===== src/rtl/tqvp_sample_pacer.sv =====
// Sample pacer: captures ui_in at a programmable period into a small FIFO and
// streams the buffered samples out on a valid/ready interface.
module tqvp_sample_pacer #(
   parameter int DEPTH = 4
) (
   input  logic       clk,
   input  logic       rst_n,
   input  logic [7:0] ui_in,
   input  logic [3:0] address,
   input  logic       data_write,
   input  logic [7:0] data_in,
   output logic [7:0] data_out,
   output logic [7:0] sample_out,
   output logic       sample_valid,
   input  logic       sample_ready
);

   localparam int AW = (DEPTH > 1) ? $clog2(DEPTH) : 1;
   localparam int CW = $clog2(DEPTH + 1);

   logic          r_en;
   logic [15:0]   r_div;
   logic [15:0]   r_cnt;
   logic [7:0]    r_mem [DEPTH];
   logic [AW-1:0] r_wp;
   logic [AW-1:0] r_rp;
   logic [CW-1:0] r_count;
   logic          r_ovf;

   logic          w_ctrl_wr;
   logic          w_clr;
   logic          w_trig;
   logic          w_tick;
   logic          w_empty;
   logic          w_full;
   logic          w_pop;
   logic          w_push_req;
   logic          w_push;
   logic          w_ovf_set;
   logic [7:0]    w_status;

   assign w_ctrl_wr  = data_write && (address == 4'h0);
   assign w_clr      = w_ctrl_wr && data_in[1];
   assign w_trig     = w_ctrl_wr && data_in[2];
   assign w_tick     = r_en && (r_cnt == '0);
   assign w_empty    = (r_count == '0);
   assign w_full     = (r_count == CW'(DEPTH));

   // CLR wins over everything; a pop frees the slot a same-cycle push needs when full.
   assign w_pop      = !w_clr && !w_empty &&
                       ((sample_valid && sample_ready) || (data_write && (address == 4'h4)));
   assign w_push_req = !w_clr && (w_tick || w_trig);
   assign w_push     = w_push_req && (!w_full || w_pop);
   assign w_ovf_set  = w_push_req && w_full && !w_pop;

   assign sample_valid = !w_empty;
   assign sample_out   = w_empty ? '0 : r_mem[r_rp];
   assign w_status     = {r_en, r_ovf, w_full, w_empty, 4'(r_count)};

   always_comb begin
      data_out = '0;
      case (address)
         4'h0:    data_out = {7'b0, r_en};
         4'h1:    data_out = r_div[7:0];
         4'h2:    data_out = r_div[15:8];
         4'h3:    data_out = w_status;
         4'h4:    data_out = sample_out;
         default: data_out = '0;
      endcase
   end

   always_ff @(posedge clk or negedge rst_n) begin
      if (!rst_n) begin
         r_en    <= 1'b0;
         r_div   <= '0;
         r_cnt   <= '0;
         r_wp    <= '0;
         r_rp    <= '0;
         r_count <= '0;
         r_ovf   <= 1'b0;
      end else begin
         if (w_ctrl_wr)                         r_en        <= data_in[0];
         if (data_write && (address == 4'h1))   r_div[7:0]  <= data_in;
         if (data_write && (address == 4'h2))   r_div[15:8] <= data_in;

         // Held at DIV while disabled, so the first tick lands DIV+1 clocks after enabling.
         if (w_clr || !r_en || w_tick) r_cnt <= r_div;
         else                          r_cnt <= r_cnt - 1'b1;

         if (w_clr) begin
            r_wp    <= '0;
            r_rp    <= '0;
            r_count <= '0;
            r_ovf   <= 1'b0;
         end else begin
            if (w_push)    r_wp  <= r_wp + 1'b1;
            if (w_pop)     r_rp  <= r_rp + 1'b1;
            if (w_ovf_set) r_ovf <= 1'b1;
            if (w_push && !w_pop)      r_count <= r_count + 1'b1;
            else if (!w_push && w_pop) r_count <= r_count - 1'b1;
         end
      end
   end

   always_ff @(posedge clk) begin
      if (w_push) r_mem[r_wp] <= ui_in;
   end

endmodule


===== config.mk =====
export PLATFORM = sky130hd
export DESIGN_NAME = tqvp_sample_pacer
export DESIGN_NICKNAME = d
export VERILOG_FILES = /design/src/rtl/tqvp_sample_pacer.sv
export SDC_FILE = /design/constraint.sdc
export NUM_CORES = 1
export LEC_CHECK = 0
export ABC_AREA = 1
export CAP_MARGIN = 20
export CORE_ASPECT_RATIO = 1.25
export CORE_MARGIN = 5
export CORE_UTILIZATION = 30
export DETAILED_ROUTE_END_ITERATION = 12
export GPL_TIMING_DRIVEN = 0
export PLACE_DENSITY_LB_ADDON = 0.1
export SKIP_LAST_GASP = 1
export SLEW_MARGIN = 5
export SYNTH_ARGS = -nofsm -noshare
export SYNTH_HDL_FRONTEND = slang
export SYNTH_SLANG_ARGS = --single-unit
export TNS_END_PERCENT = 50

===== constraint.sdc =====
create_clock -name clk -period 3.1 [get_ports clk]
set_clock_uncertainty 0.2 [all_clocks]
set_input_delay 0.93 -clock clk [delete_from_list [all_inputs] [get_ports clk]]
set_output_delay 0.93 -clock clk [all_outputs]
set_load 0.01 [all_outputs]

Yosys cells after proc, flatten, opt, wreduce, memory -nomap -nowiden
Memory sizes are Yosys's and may differ from the RTL's. Index checks and enable logic that the tools add are counted.

Bits in registers: 41. Memory bits (writable): 32. Input port bits: 24. Output and inout port bits: 17. Memories: 1.

Add/sub/neg operators: 5. Equality and inequality tests: 5. Mux-type cells: 14. Reduce and logical (&&, ||, !) cells: 34.

Memory list: r_mem (words 4, width 8, read ports 1, clocked after Yosys merged registers in 0, write ports 1, RTL line 24) `logic [7:0] r_mem [DEPTH];`.

Operators by type and width (number): case mux 8 bit (5 select lines) (1); logical AND 1 bit (16); zero test 16 bit (1); 2-to-1 mux 16 bit (1); subtractor 16 x 1 -> 16 bit, second input constant (1); 2-to-1 mux 3 bit (3); == test 4 x 2 -> 1 bit, second input constant (2); 2-to-1 mux 2 bit (4); 2-to-1 mux 8 bit (1); zero test 1 bit (6); nonzero test 2 bit (3); logical OR 1 bit (5); adder 2 x 1 -> 2 bit, second input constant (2); == test 4 x 1 -> 1 bit, second input constant (1); == test 4 x 3 -> 1 bit, second input constant (1); zero test 4 bit (1); 2-to-1 mux 1 bit (4); adder 3 x 1 -> 3 bit, second input constant (1); == test 3 bit, second input constant (1); zero test 3 bit (1); nonzero test 3 bit (1); subtractor 3 x 1 -> 3 bit, second input constant (1).

Logic depth before layout (Yosys ltp)
Gate-level depths: netlist of run 1.

Word-level depth: 13. Mapped depth: 15. Mapped depth without buffers: 15.

Worst setup path after synthesis of run 1
No wires, ideal clock.

Path type: input -> output. From: input port address[3]. To: output port data_out[0]. Arrival: 1.686 ns. Setup slack: 0.284 ns. Stages: 5. Buffers on the path: 0. Path through: nor4_4 > nand2_1 > o21ai_0 > a21oi_1 > o211ai_1.

Word-level cells in the longest chain between the ends: 2. Elaborated cells on any way between the ends: 6. Classes of those cells: 4 x eq/ne; 1 x mux; 1 x reduce/logical.

RTL lines: start: declaration (RTL line 9) `input logic [3:0] address,`; == test 4 x 3 -> 1 bit (tied with other cells) (RTL line 62) `case (address)`; case mux 8 bit (5 select lines) (*) (RTL line 62); end: declaration (RTL line 12) `output logic [7:0] data_out,`.

Every way passes the cells marked *; elsewhere a longest branch is shown, timed or not.

Final worst setup path of run 1
From: input port data_write. To: memory r_mem[3][4], enable pin.

Word-level cells in the longest chain between the ends: 9. Elaborated cells on any way between the ends: 14. Classes of those cells: 2 x mux; 12 x reduce/logical.

RTL lines: start: declaration (RTL line 10) `input logic data_write,`; logical AND 1 bit (RTL line 42) `assign w_ctrl_wr = data_write && (address == 4'h0);`; logical AND 1 bit (RTL line 43) `assign w_clr = w_ctrl_wr && data_in[1];`; zero test 1 bit (RTL line 50, 52); logical AND 1 bit (2 in series) (RTL line 50) `assign w_pop = !w_clr && !w_empty &&`; logical OR 1 bit (RTL line 53) `assign w_push = w_push_req && (!w_full || w_pop);`; logical AND 1 bit (*) (RTL line 53); 2-to-1 mux 1 bit (*) (RTL line 106) `if (w_push) r_mem[r_wp] <= ui_in;`; 2-to-1 mux 1 bit (not written as such) (*) (RTL line 106); end: declaration (RTL line 24).

Marked as above.

==> results of run 1 <==
critical path: cells and delay by family:
kind	cells	cell delay (ns)
and+or+nand+nor	3	1.02
buffers and inverters	1	0.64
AOI/OAI and AO/OA	1	0.33
final cells by class:
| class | instances | area, um^2 |
|---|---|---|
| Sequential cell | 73 | 1990 |
| Tap cell | 164 | 205 |
| Clock inverter | 6 | 67.6 |
| Fill cell | 1247 | 7290 |
| Buffer | 8 | 72.6 |
| Inverter | 45 | 179 |
| Clock buffer | 10 | 229 |
| Multi-Input combinational cell | 265 | 1530 |
| Timing Repair Buffer | 55 | 492 |
cell usage in the layout (no fill, tap or decap), types with 9 or more instances in the layout:
cell type	count
a21oi_2	9
nor2_1	47
dfrtp_1	41
nand2_1	85
clkbuf_16	9
o21ai_0	23
edfxtp_1	32
clkdlybuf4s50_1	20
nand3_1	12
inv_1	36
buf_4	18
o21ai_2	9
o21ai_1	17
kinds of logic (layout without fill, tap and decap cells):
kind of cell | Yosys count | count (layout) | synth area share
AOI/OAI and AO/OA | 77 | 77 | 0.127
buffers and inverters | 53 | 124 | 0.0603
DFF | 73 | 73 | 0.544
xor gates and xnor gates | 12 | 12 | 0.0288
and+or+nand+nor | 169 | 169 | 0.215
adders and majority gates | 7 | 7 | 0.0260
state kept, by name, indices dropped and copies added, names as in the netlist:
register and count:
r_wp 2, r_div 16, r_mem 32, r_cnt 16
r_count 3, r_rp 2, r_ovf 1, r_en 1
worst paths after layout:
kind                       startpoint     endpoint  slack [ns]  cells past startpoint
hold / removal                  rst_n     r_cnt[6]        0.24                      1
min in group clk             r_cnt[0]     r_cnt[0]        0.25                      1
hold reg to reg              r_cnt[0]     r_cnt[0]        0.25                      1
setup reg to reg             r_cnt[0]  r_mem[3][4]        0.27                      8
max in group asynchronous       rst_n    r_div[14]        2.01                      2
setup / recovery           data_write  r_mem[3][4]       -0.06                      5
metrics by stage:
step	worst slack [ns]	cell area (um^2)	instances
after detailed placement	-1.13	4280	596
after global routing	-0.228	4760	626
after floorplan	0.284	3650	391
after CTS	-0.139	4700	624
after global placement	-1.12	4260	595
final	-0.0648	4760	626
timing repair:
item                                    in CTS  in global routing
pin swaps                                    7                  3
endpoints found under the setup margin      49                 35
setup buffers                               12                  2
resized for setup                           76                 17
power groups by stage:
stage	combinational (mW)	sequential, mW	clock [mW]
2_1_floorplan	0.896	1.31	0
3_3_place_gp	1.44	1.36	0
3_5_place_dp	1.44	1.36	0
4_1_cts	1.53	1.34	1.07
5_1_grt	1.71	1.37	1.11
6_report	1.53	1.34	1.05
routing by layer:
metal	vias up	track usage	share of wire
met3	8	0.0271	0.028
met1	1359	0.173	0.43
met2	44	0.256	0.53
met4	0	0.0589	0.011
li1	1434	-	-
met5	-	0	0
==> metrics, run 1 <==
run status finished, violations left; violations in the final reports setup timing; ratio of final minimum period to clock period 1.02; final standard cell utilization of the core 0.395; Comb pwr share 0.391; required time at the worst-slack endpoint between 2 and 3 ns; floorplan die area 14,500 um^2; starting density of the core 0.303; number of vias in the routed layout 2,845; number of library cell types mapped by synthesis 38; # IOs a little over 40; buffer cell driving the clock tree root clkbuf_16; chain of cells forming the critical path clkdlybuf4s50_1, nand4_1, a21oi_1, nand2_2, nor2_1; path type of the worst setup path in -> reg; min setup slack post-route -0.0648 ns; kind of path behind the tightest hold check in -> async; total power divided by cell area between 800 and 900 nW/um^2; synthesis-stage register bit count 73; final period demand of the worst path roughly 3.2 ns; WL per Instance 15.8 um; Num CTS Buffers 9; sum of routed wire length over all layers 9.91 mm; total overflow reported by the global router 0; core region area roughly 12,000 um^2; highest ir drop seen on vdd approximately 0.00033 V; final setup violation count 11; Clock Latency Late Sink roughly 0.33 ns; die height approximately 130 um; WHS about 0.24 ns; stage delay of the slowest cell on the critical path ~0.64 ns; post-synthesis cell count 391; Total GRT Usage 0.146; Row Count 45; net switching share of the total power 0.378; transition at the pin with the smallest max-transition slack a little under 0.8 ns; number of antenna violations at the first check in global routing 0; maximum clock insertion buffer count 2; Antenna Cells 0; setup repair after global routing missed its margin yes; Max-Slew Margin vs Limit 0.472; EDFF count, synth 32; Final nets 488; sort of element at the start of the critical path input port; Detailed Route Iter0 Violations 96; sequential area share after synthesis 0.544; htree depth 3; chip width roughly 110 um; share of the synthesized area in the top cell type 0.281; net switching power of the design around 1.5 mW; slowest stage cell on the critical path clkdlybuf4s50_1; total of max-cap violations 0; Post-CTS Hold Buffers 0; leading post-synthesis cells by instance count 86 x nand2_1, 50 x nor2_1, 41 x dfrtp_1, 36 x inv_1, 32 x edfxtp_1; setup total negative slack -0.657 ns; cell internal pwr 2.44 mW; TritonRoute pass-1 iters 4; proportion of register bits with asynchronous set or reset after synthesis 0.562; power after layout between 3 and 4 mW; share of final-layout standard cells stronger than drive strength 1 0.212; syn avg cell area between 9 and 10 um^2; cell with the most instances after synthesis nand2_1; area of the mapped netlist roughly 3700 um^2; clock power share 0.267; number of hold violations in the final report 0; Final Max Tran Viols 0; Buffers on Ports 40; area leader, netlist dfrtp_1; TritonCTS clock tree yes; largest net degree at the start of global routing 36; arrival time of the worst setup path approximately 2.9 ns; Vias per Instance ~4.5; highest fanout seen on the critical path 8; Synth Warn # 0; wire length of the first global-routing pass ~16 mm; Clock transition at path regs roughly 0.060 ns; count of clock tree sinks 73; detailed placement HPWL ~7.5 mm; signed area change from the synthesized netlist to the final layout 30.2%; residual antenna-violating net count after detailed routing 0; Fmax achieved around 0.32 GHz; most used flip-flop cell after synthesis dfrtp_1; Worst setup EP type flip-flop; standby leakage power between 2 and 2.5 nW; via count of the first global-routing pass about 2,900; Net Count, Synth approximately 420; # DRC 0; global placement routability congestion around 0.76; cell types occupying the most area after synthesis dfrtp_1 28%, edfxtp_1 26%, nand2_1 8.8%, nor2_1 5.1%, inv_1 3.7%; relative contribution of sequential cells to total power 0.343
No activity file was read; power rests on OpenSTA's default activity.
==> run 2, diff against run 1 <==
CORE_MARGIN = 1.5   (was 5)
CORE_UTILIZATION = 56   (was 30)
==> run 2 against run 1 <==
Against the previous run: the run still ends with setup timing left; sequential power about the same; utilization up 34 points; largest power group unchanged; design area fell by 4.1%.
==> metrics, run 2 (synthesis gave the netlist of run 1 again) <==
largest net degree at the start of global routing 24; run status finished, violations left; maximum clock insertion buffer count 2; highest ir drop seen on vdd ~0.00050 V; Final nets a little under 500; residual antenna-violating net count after detailed routing 0; kind of path behind the tightest hold check reg -> reg; violations in the final reports setup timing; Comb pwr share 0.408; clock power share 0.209; slowest stage cell on the critical path nor4_4; signed area change from the synthesized netlist to the final layout 24.8%; Worst setup EP type primary output; share of final-layout standard cells stronger than drive strength 1 0.213; HP Start r_cnt[0]; Detailed Route Iter0 Violations 254; Vias per Instance between 5 and 6; number of antenna violations at the first check in global routing 0; TritonCTS clock tree yes; die height around 93 um; Antenna Cells 0; Total GRT Usage 0.273; # IOs approximately 40; setup total negative slack -0.0829 ns; Top delay family on crit path buffers and inverters; starting density of the core 0.585; power after layout 3.50 mW; highest fanout seen on the critical path 4; arrival time of the worst setup path roughly 2.0 ns; number of hold violations in the final report 0; total overflow reported by the global router 0; standby leakage power 2.02 nW; most used cell, CP buf_6; Clock transition at path regs 0.07 ns; net switching share of the total power 0.390; chain of cells forming the critical path buf_4, nor4_4, buf_6, buf_6, a22oi_1, o211ai_1, buf_2; worst hold path depth 1; top flop regs r_mem x32, r_cnt x16, r_div x16; Row Count 32; number of vias in the routed layout between 2,000 and 3,000; floorplan die area between 7000 and 8000 um^2; Clock Latency Late Sink approximately 0.35 ns; startpoint of the worst-slack reg-to-reg timing path r_cnt[0]; TritonRoute pass-1 iters 4; Num CTS Buffers 9; setup repair after global routing missed its margin yes; sum of routed wire length over all layers 8.83 mm; Final Max Tran Viols 0; Area after DPL 4180 um^2; sort of element at the start of the critical path input port; most common cell after layout, fill and taps aside nand2_1; buffer cell driving the clock tree root clkbuf_8; relative contribution of sequential cells to total power 0.383; final setup violation count 3; htree depth 3; post-route cell area approximately 4600 um^2; WL per Instance 16.2 um; final period demand of the worst path about 3.2 ns; min setup slack post-route -0.0582 ns; transition at the pin with the smallest max-transition slack approximately 0.50 ns; Worst Reg-to-Reg Cells 8; ratio of final minimum period to clock period 1.02; FF-to-FF setup slack 0.39 ns; core region area about 6200 um^2; wire length of the first global-routing pass 13.9 mm; Max-Slew Margin vs Limit 0.662; net switching power of the design ~1.4 mW; most frequent cells in the layout 86 x nand2_1, 46 x nor2_1, 41 x dfrtp_1; # DRC 0; Fmax achieved 0.317 GHz; global placement routability congestion around 0.8; register with the highest flop count r_mem; via count of the first global-routing pass 3,025; total of max-cap violations 0; detailed placement HPWL between 6 and 7 mm; number of flip-flops in the largest register 32; total power divided by cell area about 770 nW/um^2; Buffers on Ports 40; cell internal pwr ~2.1 mW; path type of the worst setup path in -> out; endpoint of the most critical register-to-register path r_mem[3][4]; Worst Hold Path EP r_cnt[0]; required time at the worst-slack endpoint roughly 2.0 ns; count of clock tree sinks 73; stage delay of the slowest cell on the critical path roughly 0.27 ns; chip width between 70 and 80 um; Buffers & Inverters on Critical Path 4
run 2: worst max path at each step:
stage                           from           to  slack (ns)  cells after the start
final                     address[2]  data_out[5]       -0.06                      7
after global routing         r_rp[0]  data_out[7]       -0.09                      9
after CTS                 data_write  r_mem[0][1]       -0.04                      9
after detailed placement  address[2]  data_out[1]       -1.14                      6
after global placement    address[2]  data_out[0]       -1.12                      6
after floorplan           address[3]  data_out[0]        0.28                      5
run 2: metal layers:
layer	track usage	vias to the layer above	share of wire
li1	-	1431	-
met1	0.295	1458	0.38
met2	0.487	75	0.55
met3	0.0603	19	0.038
met4	0.137	0	0.029
met5	0	-	0
run 2: area by class of cell:
class	count	area, um^2
Buffer	8	56.3
Clock buffer	10	138
Clock inverter	6	57.6
Fill cell	486	1690
Inverter	45	176
Multi-Input combinational cell	265	1550
Sequential cell	73	1990
Tap cell	85	106
Timing Repair Buffer	54	487
run 2: metrics by stage:
| step | setup slack [ns] | utilization | hold WS (ns) | cells |
|---|---|---|---|---|
| 3_5_place_dp | -1.14 | 0.670 | 0.275 | 517 |
| 6_report | -0.0582 | 0.730 | 0.282 | 546 |
| 2_1_floorplan | 0.284 | - | 0.224 | 391 |
| 3_3_place_gp | -1.12 | 0.666 | 0.242 | 516 |
| 5_1_grt | -0.0929 | 0.730 | 0.308 | 546 |
| 4_1_cts | -0.0429 | 0.722 | 0.288 | 546 |
run 2: repair_timing:
action | in CTS | in global routing
setup endpoints to repair | 49 | 37
hold buffers | 0 | 0
pin swaps | 4 | 3
hold endpoints to repair | 0 | 0
gates resized for setup | 81 | 14
setup buffers | 13 | 0
run 2: power by group through the flow:
| stage | combinational [mW] | clock, mW | sequential [mW] |
|---|---|---|---|
| floorplan | 0.896 | 0 | 1.31 |
| global placement | 1.33 | 0 | 1.34 |
| detailed placement | 1.38 | 0 | 1.35 |
| CTS | 1.39 | 0.742 | 1.34 |
| global route | 1.57 | 0.791 | 1.36 |
| finish | 1.43 | 0.732 | 1.34 |
